## src/rtl/mq_server.sv

```systemverilog
// Multi-channel queue server: picks one non-empty channel, offers it downstream,
// then streams a burst of the latched length while counting pkt_len down.
//
// state | meaning
// IDLE  | scanning channel depths for a winner
// OFFER | winner and length latched, waiting for ena_n low
// SERVE | one word per cycle, pkt_len counts down to 1
// DONE  | one-cycle burst_done, round-robin pointer advances
module mq_server #(
  parameter int          CH        = 4,
  parameter int          LW        = 8,
  parameter int          MAX_BURST = 16,
  parameter logic [1:0]  MODE      = 2'b11
) (
  input  logic                   clk,
  input  logic                   rst,
  input  logic [CH*LW-1:0]       cur_value,
  input  logic                   ena_n,
  output logic                   bool_ready,
  output logic                   bool_go,
  output logic [CH-1:0]          grant,
  output logic [$clog2(CH)-1:0]  grant_idx,
  output logic [LW-1:0]          pkt_len,
  output logic                   burst_done
);

  localparam int IW = $clog2(CH);

  typedef enum logic [1:0] {IDLE, OFFER, SERVE, DONE} state_t;

  state_t          state, state_nxt;
  logic [IW-1:0]   rr_ptr;
  logic [CH-1:0]   req;
  logic            any_req;
  logic            found;
  int              start;
  logic [IW-1:0]   win_idx;
  logic [LW-1:0]   win_depth;
  logic [LW-1:0]   win_len;

  always_comb begin
    req = '0;
    for (int i = 0; i < CH; i++) begin
      req[i] = (cur_value[i*LW +: LW] != '0);
    end
    any_req = |req;
  end

  // Fixed priority is round-robin with the scan always starting at channel 0.
  always_comb begin
    win_idx = '0;
    found   = 1'b0;
    start   = MODE[0] ? int'(rr_ptr) : 0;
    for (int k = 0; k < CH; k++) begin
      if (!found && req[(start + k) % CH]) begin
        found   = 1'b1;
        win_idx = IW'((start + k) % CH);
      end
    end
    win_depth = cur_value[int'(win_idx)*LW +: LW];
    win_len   = (MODE[1] && (win_depth > LW'(MAX_BURST))) ? LW'(MAX_BURST) : win_depth;
  end

  always_comb begin
    state_nxt = state;
    case (state)
      IDLE:    if (any_req) state_nxt = OFFER;
      OFFER:   if (!ena_n) state_nxt = SERVE;
      SERVE:   if (pkt_len <= LW'(1)) state_nxt = DONE;
      DONE:    state_nxt = IDLE;
      default: state_nxt = IDLE;
    endcase
  end

  always_ff @(posedge clk) begin
    if (rst) begin
      state      <= IDLE;
      grant      <= '0;
      grant_idx  <= '0;
      pkt_len    <= '0;
      rr_ptr     <= '0;
      bool_ready <= 1'b0;
      bool_go    <= 1'b0;
      burst_done <= 1'b0;
    end else begin
      state      <= state_nxt;
      bool_ready <= (state_nxt == OFFER);
      bool_go    <= (state_nxt == SERVE);
      burst_done <= (state_nxt == DONE);
      case (state)
        IDLE: begin
          if (any_req) begin
            grant     <= CH'(1) << win_idx;
            grant_idx <= win_idx;
            pkt_len   <= win_len;
          end
        end
        SERVE: begin
          if (pkt_len != '0) pkt_len <= pkt_len - 1'b1;
        end
        DONE: begin
          grant     <= '0;
          grant_idx <= '0;
          if (MODE[0]) rr_ptr <= (grant_idx == IW'(CH-1)) ? '0 : grant_idx + 1'b1;
        end
        default: ;
      endcase
    end
  end

endmodule

```

## config.mk

```make
export PLATFORM = sky130hd
export DESIGN_NAME = mq_server
export DESIGN_NICKNAME = d
export VERILOG_FILES = /design/src/rtl/mq_server.sv
export SDC_FILE = /design/constraint.sdc
export NUM_CORES = 1
export LEC_CHECK = 0
export BUFFER_PORTS_ARGS = -buffer_cell sky130_fd_sc_hd__buf_2
export CAP_MARGIN = 20
export CORE_MARGIN = 2
export CORE_UTILIZATION = 44
export CTS_CLUSTER_DIAMETER = 150
export DETAILED_ROUTE_END_ITERATION = 10
export GPL_ROUTABILITY_DRIVEN = 0
export PLACE_DENSITY = 0.76
export SLEW_MARGIN = 20
export SYNTH_ARGS = -nofsm -noshare
export SYNTH_HDL_FRONTEND = slang
export SYNTH_SLANG_ARGS = --single-unit
```

## constraint.sdc

```tcl
create_clock -name clk -period 2 [get_ports clk]
set_input_delay 0.1 -clock clk [delete_from_list [all_inputs] [get_ports clk]]
set_output_delay 0.1 -clock clk [all_outputs]
set_load 0.02 [all_outputs]
```

==> results.md, run 1 <==
- The most used flip-flop cell after synthesis is dfxtp_1.
- The worst path uses 95.2% of the clock period.
- The min-delay analysis places its worst path in the category primary input to flip-flop.
- In the synthesized netlist, the cells that appear most often are dfxtp_1, nor2_1, a21oi_1.
- Data arrives at the worst endpoint at 2.14 ns.
- The worst setup path is captured at a flip-flop.
- For this run, the number of Yosys warnings is 0.
- The count of endpoints failing hold in the final timing report came to 0.
- The floorplan die area is roughly 3600 um2.
- In the global route stage, overall resource usage came out at 20.9%.
- The critical path class is primary input to flip-flop.
- The startpoint of the most critical register-to-register path is rr_ptr[1].
- The count of routing violations after the opening detailed-route iteration is 41.
- Dividing total power by cell area gives a power density of 529 nW/um2.
- The endpoint of the lowest-slack register-to-register path is pkt_len[1].
- After synthesis the cells add up to roughly 1400 um2.
- The share of cells above drive strength 1 is 42.5%.
- The number of H-tree levels is 1.
- For this block, the routed nets add up to 3490 um of wire.
- The largest buffer count on any clock path is 2.
- The fraction of post-synthesis cell area in the top cell type by area is 30.5%.
- The register bit total from synthesis is 21.
- The number of rows in the core area is 20.
- The worst setup path is launched from a primary input.
- Summed over all layers, the global routing overflow is 0.
- Entering global routing, the biggest net connects 18 pins.
- The worst reg-to-reg setup slack is 0.12 ns.
- Dividing the synthesized area by the synthesized cell count gives between 8 and 9 um2.
- Once the floorplan was initialized, standard cells occupied 45.5% of the core.
- Fill cells in the final layout number 270.
- The synthesized design contains 0 enable-type register cells.
- The number of remaining DRC errors is 0.
- The cell count of the worst hold path is 2.
- The endpoint of the worst hold-timing path is grant_idx[0].
- The maximum VDD drop is 0.487 mV.
- The clock latency on the worst-skew pair is 0.30 ns.
- Max-cap violations in this run came to 0.
- The instance count after placement with tap cells included is 277.
- The maximum clock rate is 0.525 GHz.
- The floorplan step set the die width to 60.0 um.
- The count of different cell masters after synthesis is 55.
- For the final routed database, the setup TNS stands at 0 ns.
- The largest area contributor in the netlist is dfxtp_1.
- The fraction of registers with async set/reset is 0%.
- In the final routed layout, each cell accounts on average for 12.3 um.
- The clock period minus worst slack is 1.90 ns.
- The clock-pin slew of the registers on the worst-case setup and hold paths is 0.11 ns.
- The initial antenna violation count is 0.
- In this run the most critical hold path is launched from rst.
- Measured in cells, the most critical reg-to-reg path has a length of 7.
- The number of max-slew violations in the final report was 0.
- The number of buffers inserted by hold repair at cts is 0.
- When the netlist entered floorplanning its net count stood at approximately 200.
- The die is 60.0 um tall.
- The number of vias per cell after detailed routing is 5.41.
- The area growth from synthesis to layout is 39.8%.
- The static leakage power is just under 0.0009 uW.
- On the final layout, the worst clock skew is 0.00503 ns.
- The leading cell type by number of instances after synthesis is dfxtp_1.
- At the worst endpoint, the required time is 2.24 ns.
- In this run the worst path has a maximum fanout of 6.
- The total half-perimeter wirelength after legalization and detailed placement is 2780 um.
- The total of endpoints with negative setup slack in the final report is 0.
- The residual antenna-violating net count after detailed routing is 0.
- The number of antenna diodes in the final layout is 0.
- In the final design database the tool counted 279 nets.
- The clock sink count is 21.
- Leaving out filler cells and counting taps, the final layout contains 284.
- Sorting the synthesized cells by area gives the leading types as dfxtp_1, nor2_1, mux2i_1.
- For the pin with the worst max-slew slack, the measured transition is 0.818 ns.
- The count of buffers from port buffering is just over 50.
- Across all layers, the routed design uses roughly 1500 vias.
- The via count of the first global-routing pass is roughly 1400.
- After technology mapping, the gate count stands at 161.
- Summing the sequential cell areas from Yosys gives between 30% and 40% of the chip area.
- The buffer type at the clock tree root is clkbuf_4.
- TritonCTS built the clock tree.
- The overall power is 1020 uW.
- The normalized max-slew margin is 44.6%.
- After detailed placement, the total cell area comes to 1870 um2.
- The run finished with clean final reports.
- The number of buffers added by the clock tree synthesis step is 3.
- The I/O pin count is 52.
- The finished cells cover 1930 um2.
- The core footprint is 3030 um2.
- The first-pass GRT wire length is approximately 5900 um.
- For this run, the detailed router's first-pass iteration total came to 5.
-- worst max-delay path: stages --
cell,delay (ns)
buf_2,0.10
or4_1,0.58
or2_4,0.26
a31oi_1,0.16
o311ai_1,0.26
buf_4,0.24
mux2_1,0.31
o21ai_1,0.13
-- power by group --
group	internal, uW	total [uW]	switching [uW]
logic	156	342	186
registers	449	477	28.3
clock network	77.7	200	122
total	682	1020	337
-- per-stage QoR --
| stage | utilization [%] | hold WS, ns | worst slack [ns] |
|---|---|---|---|
| finish | 63.7 | 0.154 | 0.0966 |
| CTS | 62.6 | 0.140 | 0.00877 |
| detailed placement | 61.7 | 0.461 | -0.209 |
| global route | 63.7 | 0.151 | -0.00567 |
| floorplan | - | 0.392 | 0.00891 |
| global placement | 61.7 | 0.454 | -0.265 |
-- routing by layer --
layer | part of all wire (%) | GRT usage [%]
met5 | 0 | 0
met4 | 1.4 | 2.86
met3 | 5.6 | 3.25
met2 | 47 | 35.4
met1 | 46 | 28.6
-- state kept, by name, summed over array words and instances, names as in the netlist --
| register | count |
|---|---|
| rr_ptr | 2 |
| pkt_len | 8 |
| burst_done | 1 |
| grant | 4 |
| grant_idx | 2 |
| bool_go | 1 |
| bool_ready | 1 |
| state | 2 |
-- worst max path at each step --
stage | from | to | slack (ns)
6_report | cur_value[16] | pkt_len[1] | 0.1
4_1_cts | rr_ptr[1] | pkt_len[1] | 0.009
3_3_place_gp | cur_value[16] | pkt_len[0] | -0.27
5_1_grt | cur_value[16] | pkt_len[4] | -0.006
2_1_floorplan | cur_value[12] | pkt_len[4] | 0.009
3_5_place_dp | cur_value[16] | pkt_len[0] | -0.21
-- area by class of cell --
cell class              instances  area (um2)  share of cell area [%]
clock buffers                   4        26.3                    1.36
inverters                       7        26.3                    1.36
multi-input cells             127         906                    47.0
flip-flops and latches         21         422                    21.9
well taps                      44        55.1                    2.86
repair buffers                 81         493                    25.6
-- cells in the final DEF, fill, tap and decap left out, types with 3 or more instances in the layout --
master    synthesis  layout
nor3_1            5       5
o21ai_1           4       4
mux2i_1           6       6
nand2b_1          4       4
xnor2_1           3       3
inv_1             7       7
o21ai_0           6       6
nand2_1           7       7
dfxtp_1          21      20
buf_4             1      29
nor2_1           19      19
a31oi_1           6       6
nand3_1           5       5
ha_1              3       3
and2_1            3       3
buf_2             2      51
nor4_1            4       4
clkbuf_4          0       3
a21oi_1           8       8
-- cells by family after synthesis --
group / share of synthesized area (%)
simple gates: 30.7
compound gates: 22.9
xor+xnor: 1.91
buf+inv: 4.54
fa+ha+maj: 2.72
flops: 30.5
mux: 6.81
-- timing repair --
item,CTS,global route
endpoints found under the setup margin,0,5
gates resized for setup,0,4
buffers inserted,0,3
(Power assumes the default switching activity.)
==> inputs of run 2 (changes only) <==
BUFFER_PORTS_ARGS = -buffer_cell sky130_fd_sc_hd__buf_4   (was -buffer_cell sky130_fd_sc_hd__buf_2)
CORE_MARGIN = 5   (was 2)
==> results.md, run 2 (same netlist as run 1, synthesis figures left out) <==
- The count of buffer and inverter cells on the critical path is 2.
- The initial antenna violation count was 0.
- The I/O pin count is 52.
- Grouping stages by cell kind, the critical path spends the most delay in compound AO/OA/AOI/OAI gates.
- Once detailed placement completed, the half-perimeter wirelength came to 3240 um.
- The worst hold path belongs to the class primary input to flip-flop.
- In this run the number of H-tree levels came out at 1.
- The source of the worst hold timing path is rst.
- Along the worst path, the maximum fanout reaches 6.
- Buffers placed on the I/O ports in this run total 51.
- CTS saw 21 sinks.
- The overall overflow remaining after global route is 0.
- The floorplan die area is 4350 um2.
- The clock period minus worst slack is about 1.9 ns.
- After global routing, the most crowded layer is met2.
- More flip-flops sit in one register than any other, and that register is pkt_len.
- The starting utilization of the core area is between 40 and 50%.
- Among all stages on the critical path, the largest delay is contributed by a211oi_1.
- The CTS tree is done.
- The share of cells above drive strength 1 is a little over two fifths.
- In the routed design, unresolved DRC markers number 0.
- The number of flip-flops in the largest register is 8.
- The maximum number of pins on one net before global-route repair is 18.
- After routing, the total negative slack on setup checks comes to 0 ns.
- The via count of the first global-routing pass is between 1500 and 2000.
- The delay of the slowest cell on the worst path is 0.38 ns.
- The die outline height is 66.0 um.
- The critical path in this run is classified as flip-flop to flip-flop.
- Setup violations remaining at the end of the flow were counted as 0.
- The total vias in the final route is 1518.
- The endpoint arrival time on the critical path is around 2.2 ns.
- The startpoint kind of the worst setup timing path is a flip-flop.
- The count of TritonRoute iterations in the first routing pass is 4.
- The worst reg-to-reg setup slack is 0.07 ns.
- The first-pass GRT wire length is 6500 um.
- The count of endpoints failing hold in the final timing report came to 0.
- The core footprint is 3030 um2.
- The final design area excluding fillers is a little over 2000 um2.
- The sequential cell area in the final layout is 422 um2.
- The launch point of the critical path is rr_ptr[0].
- The repair_antennas step left the layout with diodes totalling 0.
- The most frequent standard cell in the layout excluding fill and tap cells is buf_4.
- The data required time of the worst path is about 2.3 ns.
- The die is about 66 um wide.
- The run finished with clean final reports.
- The area used by multi-input combinational logic is 925 um2.
- The global-route usage over all layers is 18.7%.
- The placed instances occupy a cell area of between 1500 and 2000 um2.
- The core occupancy in the finished layout is about 67%.
- The static leakage power is 0.000900 uW.
- The number of vias per cell after detailed routing is 5.44.
- The tool flagged a number of max-cap violations equal to 0.
- The area overhead of the layout relative to synthesis is 46.9%.
- Dividing the final minimum period by the clock period gives 96.3%.
- The transition time at the pin with the least slew margin is 0.465 ns.
- Dividing the detail-routed wire length by the instance count gives 14.4 um.
- The top cell types in the final layout, fill and taps aside, are buf_4, dfxtp_1, nor2_1.
- In this run the core area contains 20 standard-cell rows.
- The global routing met3 resource utilization is 3.74%.
- The root buffer cell chosen for the clock tree is clkbuf_4.
- The largest registers in the layout are pkt_len: 8 flops, grant: 4 flops.
- Counting along the longest clock path gives a buffer depth of 2.
- The worst setup timing slack at the placement stage is -0.353 ns.
- The worst register-to-register path begins at rr_ptr[0].
- Global routing used 21.3% of the available met1 tracks.
- The setup slack after layout is 0.0734 ns.
- In the global route stage, met2 resource usage came out at approximately 34%.
- Hold repair after CTS inserted 0 buffers.
- The number of filler instances in the final layout is 252.
- The maximum VDD drop is 0.405 mV.
- The overall routed net length is 4020 um.
- Power comes to 1070 uW.
- Across the routed clock network, the largest skew measured is 0.00970 ns.
- The count of routing violations after the opening detailed-route iteration is 73.
- At the end of the flow, the number of nets in the layout was 274.
- The maximum clock rate is 0.519 GHz.
- The clock-pin slew of the registers on the worst-case setup and hold paths is 0.13 ns.
- The clock latency on the worst-skew pair is 0.31 ns.
- The signal on the critical path passes through a211oi_1 > o21bai_1 > buf_4 > nor2_4 > buf_4 > mux2i_1 > mux2_1 > o21ai_1.
- Headroom to the max-slew limit came out at just under 70%.
- Power spread over the standard cell area amounts to ~530 nW/um2.
- The number of max-slew violations in the final report is 0.
- The number of buffers added by the clock tree synthesis step is 3.
- The residual antenna-violating net count after detailed routing is 0.
- Counting stages on the worst path, the most repeated cell is buf_4.
- The endpoint kind of the worst setup timing path is a flip-flop.
run 2: cell count changes in the layout (fill, tap and decap cells not counted), sizes merged:
cell,previous run,this run
clkbuf,4,3
clkinv,0,1
buf,81,76
run 2: cell type report:
cell class | instances | area share, %
multi-input cells | 127 | 45.6
repair buffers | 76 | 28.2
flip-flops and latches | 21 | 20.8
well taps | 44 | 2.72
inverters | 7 | 1.30
clock buffers | 3 | 1.11
clock inverters | 1 | 0.247
run 2: final timing paths:
| check | endpoint | depth (start not counted) |
|---|---|---|
| setup / recovery | pkt_len[3] | 8 |
| hold / removal | grant_idx[1] | 2 |
| setup reg to reg | pkt_len[3] | 8 |
| hold reg to reg | grant[2] | 2 |
run 2: power by group:
group | internal [uW] | total [uW] | leakage, uW | switching (uW)
Combinational | 184 | 378 | 0.000710 | 194
Sequential | 449 | 477 | 0.000172 | 27.7
Clock | 74.6 | 211 | 0.0000177 | 137
run 2: worst reg2reg max path: cells and delay by family (launching register included):
family,cells,cell delay [ns]
and+or+nand+nor,1,0.06
muxes,2,0.40
buffers and inverters,2,0.31
DFF,1,0.37
AOI/OAI and AO/OA,3,0.73
run 2: stage by stage:
step / hold WS (ns) / std cells
global route: 0.0768 / 279
detailed placement: 0.409 / 274
finish: 0.0773 / 279
floorplan: 0.392 / 161
global placement: 0.403 / 274
CTS: 0.0737 / 278
run 2: metal layers:
layer | wire length, um | vias up
li1 | - | 752
met1 | 1600 | 701
met2 | 2060 | 53
met3 | 264 | 12
met4 | 93 | 0
met5 | 0 | -
run 2: what timing repair did:
action,in CTS,in global routing
pin swaps,0,1
buffers inserted,0,1
gates resized for setup,1,8
endpoints found under the setup margin,2,9
==> inputs of run 3 (changes only) <==
CORE_UTILIZATION = 25   (was 44)
PLACE_DENSITY = default   (was 0.76)
==> results.md, run 3 (same netlist as run 1, synthesis figures left out) <==
- The startpoint kind of the worst setup timing path is a primary input.
- The critical path class is primary input to flip-flop.
- The length of routed met3 wiring is between 300 and 400 um.
- The startpoint of the most critical register-to-register path is rr_ptr[1].
- The cell count of the worst hold path is 2.
- For the final routed database, the setup TNS stands at 0 ns.
- Of the cells placed in the final design, the portion with a size suffix greater than 1 is 44.9%.
- The endpoint of the lowest-slack register-to-register path is pkt_len[1].
- After detailed routing, the wire length on met1 is 2010 um.
- The largest register by flop count is pkt_len.
- The later pin in the worst-skew pair is clocked with a latency of 0.26 ns.
- The count of buffers from port buffering is 51.
- The initialized floorplan defines 27 standard-cell rows.
- The initial antenna violation count is 0.
- The final routed wire length divided by cell count is 13.1 um.
- The normalized max-slew margin is between 70% and 80%.
- The overall routed net length is 4130 um.
- The floorplan die area is 7100 um2.
- The die outline height is 84.3 um.
- The number of max-slew violations in the final report is 0.
- The tree is rooted in a clkbuf_8.
- At the worst endpoint, the required time is 2.19 ns.
- The clock period minus worst slack is 1.93 ns.
- The net count reported at finish is around 280.
- The count of maximum capacitance violations is 0.
- The starting utilization of the core area is 25.4%.
- Leaving out fill and tap cells, the most frequent cells in the layout are buf_4, dfxtp_1, nor2_1.
- The clock network accounts for 24.1% of the total power.
- After detailed routing, the number of vias per cell comes to ~4.8.
- The transition time at the pin with the least slew margin is approximately 0.40 ns.
- The count of TritonRoute iterations in the first routing pass is 4.
- The number of remaining DRC errors is 0.
- The startpoint identified for the worst hold timing path is rst.
- Cell internal power was estimated by the tool at 785 uW.
- The largest registers in the layout are pkt_len: 8 flops, grant: 4 flops.
- The run finished with clean final reports.
- The first-pass GRT wire length is 7030 um.
- The maximum number of pins on one net before global-route repair is 18.
- CTS saw 21 sinks.
- The sequential share of power is 41.4%.
- The area overhead of the layout relative to synthesis is 56.3%.
- The via count of the first global-routing pass is 1518.
- Summed over all cells, the static leakage comes to approximately 0.00095 uW.
- The number of clock buffers added by TritonCTS is 3.
- The analysis attributes to net switching a power of between 300 and 400 uW.
- Setup violations remaining at the end of the flow were counted as 0.
- The detail route stage leaves a number of antenna-violating nets equal to 0.
- Across all layers, the routed design uses 1498 vias.
- The tightest min-delay check is of the primary input to flip-flop type.
- The CTS tree is done.
- The combinational cell fraction of total power is 34.4%.
- The largest buffer count on any clock path is 2.
- The share of the cycle needed by the critical path after routing is 96.5%.
- The count of endpoints failing hold in the final timing report came to 0.
- Setup slack on the worst reg-to-reg path comes out at 0.09 ns.
- Global routing used 11.7% of the available tracks.
- The count of non-filler cells in the finished layout is 315.
- During I/O placement, the number of pins put on the boundary was 52.
- The overall overflow remaining after global route is 0.
- For this block, the initial DRC count from the detailed router was 76.
- For this design the ratio of total power to cell area is around 530 nW/um2.
- Clock-pin slew was measured on the worst setup and hold paths at 0.08 ns.
- The core region is between 5000 and 6000 um2.
- Based on the critical path, the design can be clocked at up to between 0.5 and 0.6 GHz.
- The most frequent standard cell in the layout excluding fill and tap cells is buf_4.
- The width of the chip is 84.3 um.
- The final clock skew is ~0.0038 ns.
- The total half-perimeter wirelength after legalization and detailed placement is 3340 um.
- The endpoint of the worst hold-timing path is grant[2].
- The register with the most flip-flops in the layout has 8 of them.
- The endpoint kind of the worst setup timing path is a flip-flop.
- The instance count after placement with tap cells included is 311.
- The highest layer used for signal routing is met4.
- In this run the worst path has a maximum fanout of 4.
- The path depth of the worst reg2reg path is 7.
- The post-CTS repair timing setup buffer count is 0.
- The number of H-tree levels is 1.
- The routed length on met2 is 1750 um.
- The worst-case IR drop observed on VDD is 0.289 mV.
- The repair_antennas step left the layout with diodes totalling 0.
- For the worst setup path, the data arrival time is 2.12 ns.
- In this run switching power makes up 31.6% of total power.
[run 3: routing by layer]
layer / global-route usage [%] / vias to the layer above
met1: 15.8 / 678
met3: 3.73 / 4
met2: 17.9 / 48
met5: 0 / -
li1: - / 768
met4: 3.51 / 0
[run 3: power by group through the flow]
stage / clock [uW] / sequential (uW) / combinational, uW
detailed placement: 0 / 485 / 387
finish: 277 / 476 / 396
global route: 307 / 481 / 440
global placement: 0 / 485 / 386
CTS: 287 / 476 / 390
floorplan: 0 / 514 / 176
[run 3: critical path, stage by stage]
cell	delay, ns
buf_4	0.11
or4_1	0.56
or2_4	0.27
a31oi_1	0.20
o311ai_2	0.18
buf_4	0.18
mux2_1	0.34
o21ai_2	0.16
[run 3: worst max path at each step]
stage / from / to / slack, ns / depth (start not counted)
after floorplan: cur_value[12] / pkt_len[4] / 0.009 / 8
after global placement: cur_value[16] / pkt_len[1] / -0.15 / 9
after detailed placement: cur_value[8] / pkt_len[0] / -0.24 / 8
after CTS: cur_value[8] / pkt_len[0] / 0.03 / 8
after global routing: cur_value[16] / pkt_len[0] / -0.07 / 8
final: cur_value[16] / pkt_len[1] / 0.07 / 8
[run 3: layout make-up]
type                            instances  area, um2
Clock buffer                            3       41.3
Clock inverter                          1       5.00
Fill cell                             548       3280
Inverter                                7       26.3
Multi-Input combinational cell        127        928
Sequential cell                        21        420
Tap cell                               72       90.1
Timing Repair Buffer                   84        643
[run 3: repair_timing]
| action | 4_1_cts | 5_1_grt |
|---|---|---|
| endpoints found under the setup margin | 0 | 4 |
| hold buffers | 0 | 0 |
| resized for setup | 0 | 7 |
[run 3: per-stage QoR]
stage	utilization (%)	setup slack (ns)	power (uW)	cell area (um2)	hold slack, ns
after floorplan	-	0.00891	690	1380	0.392
after global placement	38.2	-0.150	871	2080	0.411
after detailed placement	38.2	-0.237	872	2080	0.420
after CTS	39.0	0.0293	1150	2120	0.144
after global routing	39.6	-0.0707	1230	2150	0.167
final	39.6	0.0703	1150	2150	0.151
